$ cat config.mk
export PLATFORM = sky130hd
export DESIGN_NAME = cpu_ctrl_fsm
export DESIGN_NICKNAME = d
export VERILOG_FILES = /design/src/rtl/cpu_ctrl_fsm.sv
export SDC_FILE = /design/constraint.sdc
export NUM_CORES = 1
export LEC_CHECK = 0
export BUFFER_PORTS_ARGS = -buffer_cell sky130_fd_sc_hd__buf_2
export CAP_MARGIN = 20
export CORE_ASPECT_RATIO = 0.7
export CORE_UTILIZATION = 47
export CTS_CLUSTER_DIAMETER = 80
export DETAILED_ROUTE_END_ITERATION = 6
export GPL_TIMING_DRIVEN = 0
export PLACE_DENSITY_LB_ADDON = 0.08
export SYNTH_ARGS = -nofsm -noshare
export SYNTH_HDL_FRONTEND = slang
export SYNTH_SLANG_ARGS = --single-unit
$ cat constraint.sdc
create_clock -name clk -period 1.78 [get_ports clk]
set_input_delay 0.089 -clock clk [delete_from_list [all_inputs] [get_ports clk]]
set_output_delay 0.089 -clock clk [all_outputs]
set_load 0.05 [all_outputs]
$ cat src/rtl/cpu_ctrl_fsm.sv
// rtl/cpu_ctrl_fsm.sv - multi-cycle instruction controller (IDLE/DECODE/EXEC/MEM/WB)
// Optional retired-instruction counter: define CPU_CTRL_PERF_CNT_EN.
module cpu_ctrl_fsm #(
  parameter int DATA_WIDTH  = 8,
  parameter int ADDR_BITS   = 5,
  parameter int INSTR_WIDTH = 20
) (
  input  logic                   clk,
  input  logic                   rst,
  input  logic                   instr_valid,
  input  logic [INSTR_WIDTH-1:0] instruction,
  output logic                   instr_ready,
  output logic [1:0]             rf_ra1,
  output logic [1:0]             rf_ra2,
  output logic [1:0]             rf_wa,
  output logic                   rf_we,
  output logic                   alu_op,
  output logic                   alu_b_imm,
  output logic [7:0]             imm,
  output logic                   dmem_re,
  output logic                   dmem_we,
  output logic                   wb_sel_mem,
`ifdef CPU_CTRL_PERF_CNT_EN
  output logic [15:0]            retired_cnt,
`endif
  output logic                   done,
  output logic                   illegal
);

  if (INSTR_WIDTH != 20 || DATA_WIDTH < 8 || ADDR_BITS > DATA_WIDTH) begin : g_bad_cfg
    $error("cpu_ctrl_fsm: unsupported parameter combination");
  end

  typedef enum logic [2:0] {
    IDLE   = 3'd0,
    DECODE = 3'd1,
    EXEC   = 3'd2,
    MEM    = 3'd3,
    WB     = 3'd4
  } state_t;

  localparam logic [1:0] CLS_NOP   = 2'b00;
  localparam logic [1:0] CLS_ALU   = 2'b01;
  localparam logic [1:0] CLS_LOAD  = 2'b10;
  localparam logic [1:0] CLS_STORE = 2'b11;

  state_t                 state_q, state_d;
  logic [INSTR_WIDTH-1:0] instr_q, instr_d;

  logic [1:0] cls, x1, x2, x3;
  logic [7:0] offset;
  logic [3:0] funct;
  logic       funct_bad;

  assign cls       = instr_q[19:18];
  assign x1        = instr_q[17:16];
  assign x2        = instr_q[15:14];
  assign x3        = instr_q[13:12];
  assign offset    = instr_q[11:4];
  assign funct     = instr_q[3:0];
  assign funct_bad = (funct > 4'd1);

  always_ff @(posedge clk or negedge rst) begin
    if (!rst) begin
      state_q <= IDLE;
      instr_q <= '0;
    end else begin
      state_q <= state_d;
      instr_q <= instr_d;
    end
  end

  // Sequencing and strobes; only the latched copy of the instruction is decoded.
  always_comb begin
    state_d     = state_q;
    instr_d     = instr_q;
    instr_ready = 1'b0;
    rf_we       = 1'b0;
    rf_wa       = 2'b00;
    dmem_re     = 1'b0;
    dmem_we     = 1'b0;
    wb_sel_mem  = 1'b0;
    done        = 1'b0;
    illegal     = 1'b0;
    case (state_q)
      IDLE: begin
        instr_ready = 1'b1;
        if (instr_valid) begin
          instr_d = instruction;
          state_d = DECODE;
        end
      end
      DECODE: begin
        if (cls == CLS_NOP) begin
          done    = 1'b1;
          state_d = IDLE;
        end else begin
          state_d = EXEC;
        end
      end
      EXEC: begin
        if (cls == CLS_ALU) begin
          if (funct_bad) begin
            illegal = 1'b1;
            state_d = IDLE;
          end else begin
            state_d = WB;
          end
        end else if (cls == CLS_LOAD || cls == CLS_STORE) begin
          state_d = MEM;
        end else begin
          state_d = IDLE;
        end
      end
      MEM: begin
        if (cls == CLS_LOAD) begin
          dmem_re = 1'b1;
          state_d = WB;
        end else begin
          dmem_we = 1'b1;
          done    = 1'b1;
          state_d = IDLE;
        end
      end
      WB: begin
        rf_we      = 1'b1;
        rf_wa      = x1;
        wb_sel_mem = (cls == CLS_LOAD);
        done       = 1'b1;
        state_d    = IDLE;
      end
      default: state_d = IDLE;
    endcase
  end

  // Operand selection is held stable from EXEC through the last active state.
  always_comb begin
    rf_ra1    = 2'b00;
    rf_ra2    = 2'b00;
    alu_op    = 1'b0;
    alu_b_imm = 1'b0;
    imm       = 8'h00;
    if (state_q == EXEC || state_q == MEM || state_q == WB) begin
      case (cls)
        CLS_ALU: begin
          rf_ra1 = x2;
          rf_ra2 = x3;
          alu_op = funct[0];
        end
        CLS_LOAD: begin
          rf_ra1    = x2;
          alu_b_imm = 1'b1;
          imm       = offset;
        end
        CLS_STORE: begin
          rf_ra1    = x2;
          rf_ra2    = x1;
          alu_b_imm = 1'b1;
          imm       = offset;
        end
        default: ;
      endcase
    end
  end

`ifdef CPU_CTRL_PERF_CNT_EN
  logic [15:0] retired_cnt_q, retired_cnt_d;

  always_comb begin
    retired_cnt_d = retired_cnt_q;
    if (done) retired_cnt_d = retired_cnt_q + 16'd1;
  end

  always_ff @(posedge clk or negedge rst) begin
    if (!rst) retired_cnt_q <= 16'd0;
    else      retired_cnt_q <= retired_cnt_d;
  end

  assign retired_cnt = retired_cnt_q;
`endif

endmodule
Yosys cells after proc, flatten, opt, wreduce, memory -nomap -nowiden:

Cells that the tools add are included.
W data, S select, Z words.

* register bits after elaboration: 23
* logic and storage cells: 49

* magnitude comparators: 1
* eq/ne operators: 8
* reductions and logical operators: 8
* mux-type cells: 30

Operator list (number)
* $mux W8: 2
* $mux W1: 15
* $mux W2: 6
* $mux W3: 4
* $pmux W3 S4: 1
* $eq A3 B2 Y1 const B: 2
* $eq A2 B2 Y1 const B: 2
* $gt A4 B1 Y1 const B: 1
* $pmux W2 S2: 1
* $eq A3 B1 Y1 const B: 1
* $eq A3 B3 Y1 const B: 1
* $logic_not A3 Y1: 1
* $logic_or A1 B1 Y1: 3
* $pmux W1 S3: 1
* $reduce_or A3 Y1: 1
* $eq A2 B1 Y1 const B: 1
* $logic_not A2 Y1: 1
* $ne A2 B2 Y1 const B: 1
* $reduce_and A2 Y1: 1
* $reduce_or A2 Y1: 1

Depth between registers and ports, before layout:

Gate-level depths: netlist of run 1.

* word-level depth: 5
* depth in mapped cells: 5
* depth with buffers taken out: 4

Worst setup path after synthesis of run 1:

No wires, ideal clock.

* kind: flip-flop to output port
* start point: reg state_q[1]
* end point: out rf_ra1[0]
* buffers on the path: 1
* arrival: 2.380 ns
* required time: 1.691 ns
* path slack: -0.689 ns
* cell stages (with the launch flop): 6
* cell sequence: dfrtp_1 -> buf_2 -> or3b_4 -> clkinv_2 -> nor2_2 -> nor3b_1

* longest elaborated chain between the ends: 4

Ends and longest elaborated chain
* start, declared: line 47 `state_t state_q, state_d;`
* start signal, assigned: line 68 `state_q <= state_d;`
* $eq A3 B2 Y1: line 143 `if (state_q == EXEC || state_q == MEM || state_q == WB) begin`
* $logic_or A1 B1 Y1: line 143
* $logic_or A1 B1 Y1 *: line 143
* $mux W2 *: line 143
* end, declared: line 13 `output logic [1:0] rf_ra1,`

Every way passes the cells marked *; elsewhere a longest branch is shown, timed or not.

Final worst setup path of run 1:

* start point: reg state_q[0]
* end point: out imm[4]

* longest elaborated chain between the ends: 4

Ends and longest elaborated chain
* $eq A3 B2 Y1: line 143
* $logic_or A1 B1 Y1: line 143
* $logic_or A1 B1 Y1 *: line 143
* $mux W8 *: line 143
* end, declared: line 19 `output logic [7:0] imm,`

Marks and branches as above.

==> results.py, run 1 <==
metrics = {
    "logic_synthesis": {
        "synth_top_cell_area_share_pct": 49.9,
        "async_flop_share_pct": 100,
        "synth_edf_count": 0,
        "ys_warn_count": 0,
        "syn_avg_cell_area_um2": 11.5,
        "netlist_top_cells_count": "dfrtp_1 (23), mux2_1 (19), and2_1 (10)",
        "ys_types": 28,
        "synthesis.area_um2": 1150,
        "yosys.area.top_type": "dfrtp_1",
        "synth-seq-cells": 23,
        "ys.flop_type": "dfrtp_1",
        "syn-num-nets": 123,
        "synthTopCellsByArea": "dfrtp_1 (50%), mux2_1 (19%), and2_1 (5.4%)",
        "ys_seq_area_share_pct": 49.9,
        "syn_inst": 100,
        "synth_most_common_cell": "dfrtp_1",
    },
    "sta": {
        "slew_violations": 0,
        "rsz0062_at_grt": "yes",
        "fin_skew_ns": 0.0135,
        "relSlewSlack_pct": 65.6,
        "layout_min_cycle_time_ns": 1.90,
        "holdWs_ns": -0.00420,
        "worst_slew_pin_slew_ns": 0.516,
        "hold_viol": 1,
        "max_freq_ghz": 0.528,
        "worst_slack_ns": -0.115,
        "tns_ns": -0.878,
        "setup_viol": 11,
        "timing.final.crit_share_pct": 106,
    },
    "critical_path": {
        "critPathCaptureType": "output pin",
        "cpMaxStageDelayCell": "or3b_4",
        "path_delay_family": "simple AND/OR/NAND/NOR gates",
        "max_stage_delay_ns": 0.48,
        "crit_arrival_ns": 1.81,
        "cp-start-kind": "flip-flop",
        "required_ns": 1.69,
        "worst-path-buf-inv": 1,
        "crit_fanout": 5,
        "crit_chain": "or3b_4 > a21oi_4 > and2_4 > buf_8",
        "criticalPathCategory": "reg -> out",
    },
    "die": {
        "fp.dieH_um": 43.5,
        "initial_core_util_pct": 51.9,
        "io_pins": 46,
        "rows": 14,
        "die_area_um2": 2660,
        "die_w_um": 61.2,
        "design.core.area_um2": 2220,
    },
    "power": {
        "p_total_mw": 3.27,
        "power_density_nw_per_um2": 1670,
        "peakVddDrop_v": 0.00122,
        "p_leak_nw": 0.928,
    },
    "clock_tree": {
        "ctsRootBufferMaster": "clkbuf_4",
        "htreeDepth": 1,
        "cts_tree": "built",
        "insertion_delay_ns": 0.32,
        "cts.sinks": 23,
        "clkSlewWorstSetupHoldPaths_ns": 0.13,
        "clk_path_buf_depth": 2,
        "cts_buffers": 3,
    },
    "drt": {
        "avgRoutedWirePerCell_um": 17.9,
        "firstDrtPassIters": 4,
        "vias": 1062,
        "drc": 0,
        "antenna_left": 0,
        "drtIter0Drc": 53,
        "avgViaCountPerCell": 5.31,
        "wirelength_mm": 3.58,
    },
    "placed_design": {
        "gp_congestion": 0.792,
        "post-place-cells": 177,
        "portBuffers": 45,
        "postPlaceCellArea_um2": 1550,
        "dp_hpwl_mm": 1.86,
    },
    "outcome": {
        "outcome": "complete, but fails checks",
        "violations": "negative hold slack, negative setup slack",
    },
    "hold_path": {
        "hp-class": "in -> reg",
    },
    "cells_and_area": {
        "layout.nets": 192,
        "drive_gt1_share_pct": 63.1,
        "areaGrowthSynthToFinish_pct": 70.3,
        "stdcell_area_um2": 1960,
        "instances_no_fill": 200,
        "diodes": 0,
    },
    "grt": {
        "antenna_found_initial": 0,
        "grt_pass1_wl_mm": 4.67,
        "grt_usage_pct": 25.0,
        "grt_pass1_vias": 968,
        "grt_max_degree": 24,
        "overflow": 0,
    },
    "run": {
        "max_cap_violations": 0,
    },
}
worst reg2reg max path, delay by kind of cell, from the launching register on:
family / cells / cell delay (ns)
and+or+nand+nor: 2 / 0.40
DFF: 1 / 0.44
muxes: 1 / 0.31
buffers and inverters: 2 / 0.32
layout by cell type (no fill, tap or decap), types with 5 or more instances in the layout:
| cell type | instances |
|---|---|
| buf_6 | 10 |
| mux2_4 | 19 |
| nand2_1 | 5 |
| and2_4 | 9 |
| buf_8 | 10 |
| dlygate4sd3_1 | 14 |
| buf_2 | 24 |
| buf_4 | 9 |
| dfrtp_1 | 20 |
power by group:
part / internal (mW) / switching (mW) / leakage (nW)
logic: 0.960 / 1.05 / 0.639
registers: 0.785 / 0.233 / 0.271
clock network: 0.0842 / 0.159 / 0.0177
cell families (layout without fill, tap and decap cells):
kind of cell           Yosys count  in the layout  synth area share, %
AO/OA/AOI/OAI                    7              8                 4.34
buffers and inverters            7             74                 3.90
multiplexers                    22             22                 21.2
flip-flops                      23             23                 49.9
AND/OR/NAND/NOR                 40             40                 20.0
XOR/XNOR                         1              1                0.759
state kept, by name, summed over array words and instances (netlist names):
signal / flops
state_q: 3
instr_q: 20
metal layers:
metal	wire (um)	up-vias	track usage [%]
met5	0	-	0
met4	153	0	5.45
met3	243	20	6.27
met2	1740	65	42.6
met1	1440	501	32.2
li1	-	476	-
path summary, 6_finish.rpt:
kind | start | endpoint | cells after the start | slack, ns
setup / recovery | state_q[0] | imm[4] | 4 | -0.12
hold / removal | instruction[14] | instr_q[14] | 2 | -0.004
setup reg to reg | state_q[2] | instr_q[1] | 5 | 0.20
hold reg to reg | instr_q[5] | instr_q[5] | 1 | 0.52
max in group asynchronous | rst | instr_q[18] | 2 | 1.14
min in group asynchronous | rst | instr_q[15] | 2 | 0.25
stage by stage:
stage / util, % / worst slack (ns)
after floorplan: - / -0.143
after global placement: 69.7 / 0.0493
after detailed placement: 69.7 / -0.0147
after CTS: 83.7 / -0.113
after global routing: 88.3 / -0.174
final: 88.3 / -0.115
repair_timing:
item                                   CTS  global route
buffers inserted                         3             4
gates cloned                             1             0
hold buffers                             8             6
setup endpoints to repair               19            21
pin swaps                               12             5
endpoints found under the hold margin   30             6
gates resized for setup                 55            13
area by class of cell:
class | instances | area, um^2
clock inverter | 1 | 5.00
fill | 90 | 260
sequential | 23 | 579
timing repair buffer | 66 | 568
multi-input combinational | 71 | 707
tap | 32 | 40.0
inverter | 2 | 12.5
buffer | 2 | 30.0
clock buffer | 3 | 22.5
(Power assumes the default switching activity.)
==> inputs of run 2 (changes only) <==
--- a/config.mk
+++ b/config.mk
@@ -12,6 +12,7 @@
 export CTS_CLUSTER_DIAMETER = 80
 export DETAILED_ROUTE_END_ITERATION = 6
 export GPL_TIMING_DRIVEN = 0
+export HOLD_SLACK_MARGIN = 0.03
 export PLACE_DENSITY_LB_ADDON = 0.08
 export SYNTH_ARGS = -nofsm -noshare
 export SYNTH_HDL_FRONTEND = slang
==> run 2 against run 1 <==
Against the previous run: the flow finishes with violations (negative setup slack); first-iteration DRC count is 15% lower; core utilization is 1.7 points higher; routed wire length is 7.6% higher; sequential power hardly changed; fmax is 0.69% lower; worst hold slack better by 0.035 ns; sequential cell count stayed put; clock-buffer cell count stayed put; power is 1.3% higher; via count is 1.6% higher; clock skew is 0.0012 ns higher; register-to-register slack worse by 0.11 ns; largest power group unchanged; highest routed layer unchanged.
==> results.py, run 2 (synthesized netlist as in run 1, its figures left out) <==
metrics = {
    "die": {
        "die_area_um2": 2660,
        "die_w_um": 61.2,
        "design.core.area_um2": 2220,
        "fp.dieH_um": 43.5,
        "io_pins": 46,
        "rows": 14,
        "initial_core_util_pct": 51.9,
    },
    "power": {
        "p_total_mw": 3.31,
        "switching_share_pct": 44.7,
        "netSwitchingPower_mw": 1.48,
        "power_density_nw_per_um2": 1650,
        "clkPwrFrac_pct": 7.3,
        "p_leak_nw": 0.943,
        "p_int_mw": 1.83,
        "seqPwrFrac_pct": 31.2,
        "peakVddDrop_v": 0.00126,
        "pwr-share-comb_pct": 61.5,
    },
    "drt": {
        "avgRoutedWirePerCell_um": 18.9,
        "antenna_left": 0,
        "drc": 0,
        "firstDrtPassIters": 4,
        "drtIter0Drc": 45,
        "vias": 1079,
        "wirelength_mm": 3.85,
        "avgViaCountPerCell": 5.29,
    },
    "outcome": {
        "violations": "negative setup slack",
        "outcome": "complete, but fails checks",
    },
    "critical_path": {
        "max_stage_delay_ns": 0.47,
        "crit_fanout": 5,
        "cp-start-kind": "flip-flop",
        "crit_arrival_ns": 1.82,
        "cpMaxStageDelayCell": "or3b_4",
        "critPathCaptureType": "output pin",
        "crit_chain": "or3b_4 > a21oi_4 > and2_4 > buf_8",
        "required_ns": 1.69,
        "criticalPathCategory": "reg -> out",
    },
    "cells_and_area": {
        "regMostFlops": "instr_q",
        "drive_gt1_share_pct": 61.0,
        "most-common-layout-cells": "buf_2 (24), dlygate4sd3_1 (20), dfrtp_1 (20)",
        "fillers": 87,
        "top_regs": "instr_q x20, state_q x3",
        "layout.nets": 196,
        "final_common_cell": "buf_2",
        "post-route-util_pct": 90.0,
        "areaGrowthSynthToFinish_pct": 73.6,
        "diodes": 0,
        "largest_reg_flops": 20,
    },
    "clock_tree": {
        "cts_buffers": 3,
        "ctsRootBufferMaster": "clkbuf_4",
        "clkSlewWorstSetupHoldPaths_ns": 0.13,
        "insertion_delay_ns": 0.32,
        "cts.sinks": 23,
        "cts_tree": "built",
        "clk_path_buf_depth": 2,
        "htreeDepth": 1,
    },
    "grt": {
        "grt_usage_pct": 32.3,
        "grt_pass1_wl_mm": 5.87,
        "overflow": 0,
        "grt_max_degree": 24,
        "grt_pass1_vias": 1170,
        "antenna_found_initial": 0,
    },
    "placed_design": {
        "pre_cts_ws_ns": -0.0147,
        "dp_hpwl_mm": 1.86,
        "portBuffers": 45,
        "gp_congestion": 0.792,
    },
    "sta": {
        "setup_viol": 10,
        "holdWs_ns": 0.0308,
        "worst_slew_pin_slew_ns": 0.508,
        "layout_min_cycle_time_ns": 1.91,
        "max_freq_ghz": 0.524,
        "worst_slack_ns": -0.128,
        "relSlewSlack_pct": 66.1,
        "hold_viol": 0,
        "rsz0062_at_grt": "yes",
        "timing.final.crit_share_pct": 107,
        "slew_violations": 0,
        "fin_skew_ns": 0.0147,
    },
    "run": {
        "max_cap_violations": 0,
    },
    "hold_path": {
        "hp-class": "in -> reg",
    },
}
## run 2: changes by cell type in the layout (fill, tap and decap cells not counted)
cell           change
nor2_2             +1
buf_6              +1
buf_8              -1
and2_4             +1
buf_4              -1
nor2_4             -1
clkbuf_4           -1
and2_1             -1
dlygate4sd3_1      +6
## run 2: metrics by stage
| stage | instances | area, um^2 | TNS, ns |
|---|---|---|---|
| after floorplan | 100 | 1290 | -1.54 |
| after global placement | 177 | 1550 | 0 |
| after detailed placement | 177 | 1550 | -0.0352 |
| after CTS | 205 | 1980 | -1.05 |
| after global routing | 204 | 2000 | -1.97 |
| final | 204 | 2000 | -0.811 |
## run 2: power by group through the flow
stage               Sequential, mW  Combinational (mW)  Clock, mW
finish                        1.03                2.04      0.242
global route                  1.06                2.12      0.268
CTS                          0.960                2.00      0.243
detailed placement           0.953                1.70          0
global placement             0.938                1.66          0
floorplan                    0.895                1.44          0
## run 2: layer usage
metal | GRT usage [%] | vias to the layer above | part of all wire (%)
met5 | 0 | - | 0
met4 | 14.1 | 0 | 3.2
met3 | 8.36 | 12 | 5.4
met2 | 55.7 | 56 | 50
met1 | 37.9 | 528 | 42
li1 | - | 483 | -
## run 2: final timing paths
check | startpoint | slack, ns | endpoint | cells past startpoint
setup reg to reg | state_q[2] | 0.09 | instr_q[1] | 6
hold reg to reg | instr_q[5] | 0.52 | instr_q[5] | 1
max in group asynchronous | rst | 1.15 | state_q[2] | 2
min in group asynchronous | rst | 0.24 | instr_q[15] | 2
hold / removal | instruction[19] | 0.03 | instr_q[19] | 3
setup / recovery | state_q[0] | -0.13 | imm[3] | 4
## run 2: worst max-delay path, delay by kind of cell, from the launching register on
kind	cells	cell delay [ns]
AOI/OAI and AO/OA	1	0.28
buffers and inverters	1	0.14
DFF	1	0.41
and+or+nand+nor	2	0.67
## run 2: what timing repair did
item / 4_1_cts / 5_1_grt
buffers inserted: 3 / 2
gates resized for setup: 55 / 14
pin swaps: 12 / 4
hold buffers: 20 / 0
gates cloned: 1 / 0
endpoints found under the hold margin: 42 / 0
endpoints found under the setup margin: 19 / 22
## run 2: cell type report
class	count	area, um^2	share of cell area [%]
clock buffer	3	22.5	1.12
clock inverter	1	5.00	0.250
inverter	2	12.5	0.625
timing repair buffer	70	609	30.4
buffer	2	30.0	1.50
sequential	23	579	28.9
tap	32	40.0	2.00
multi-input combinational	71	704	35.2
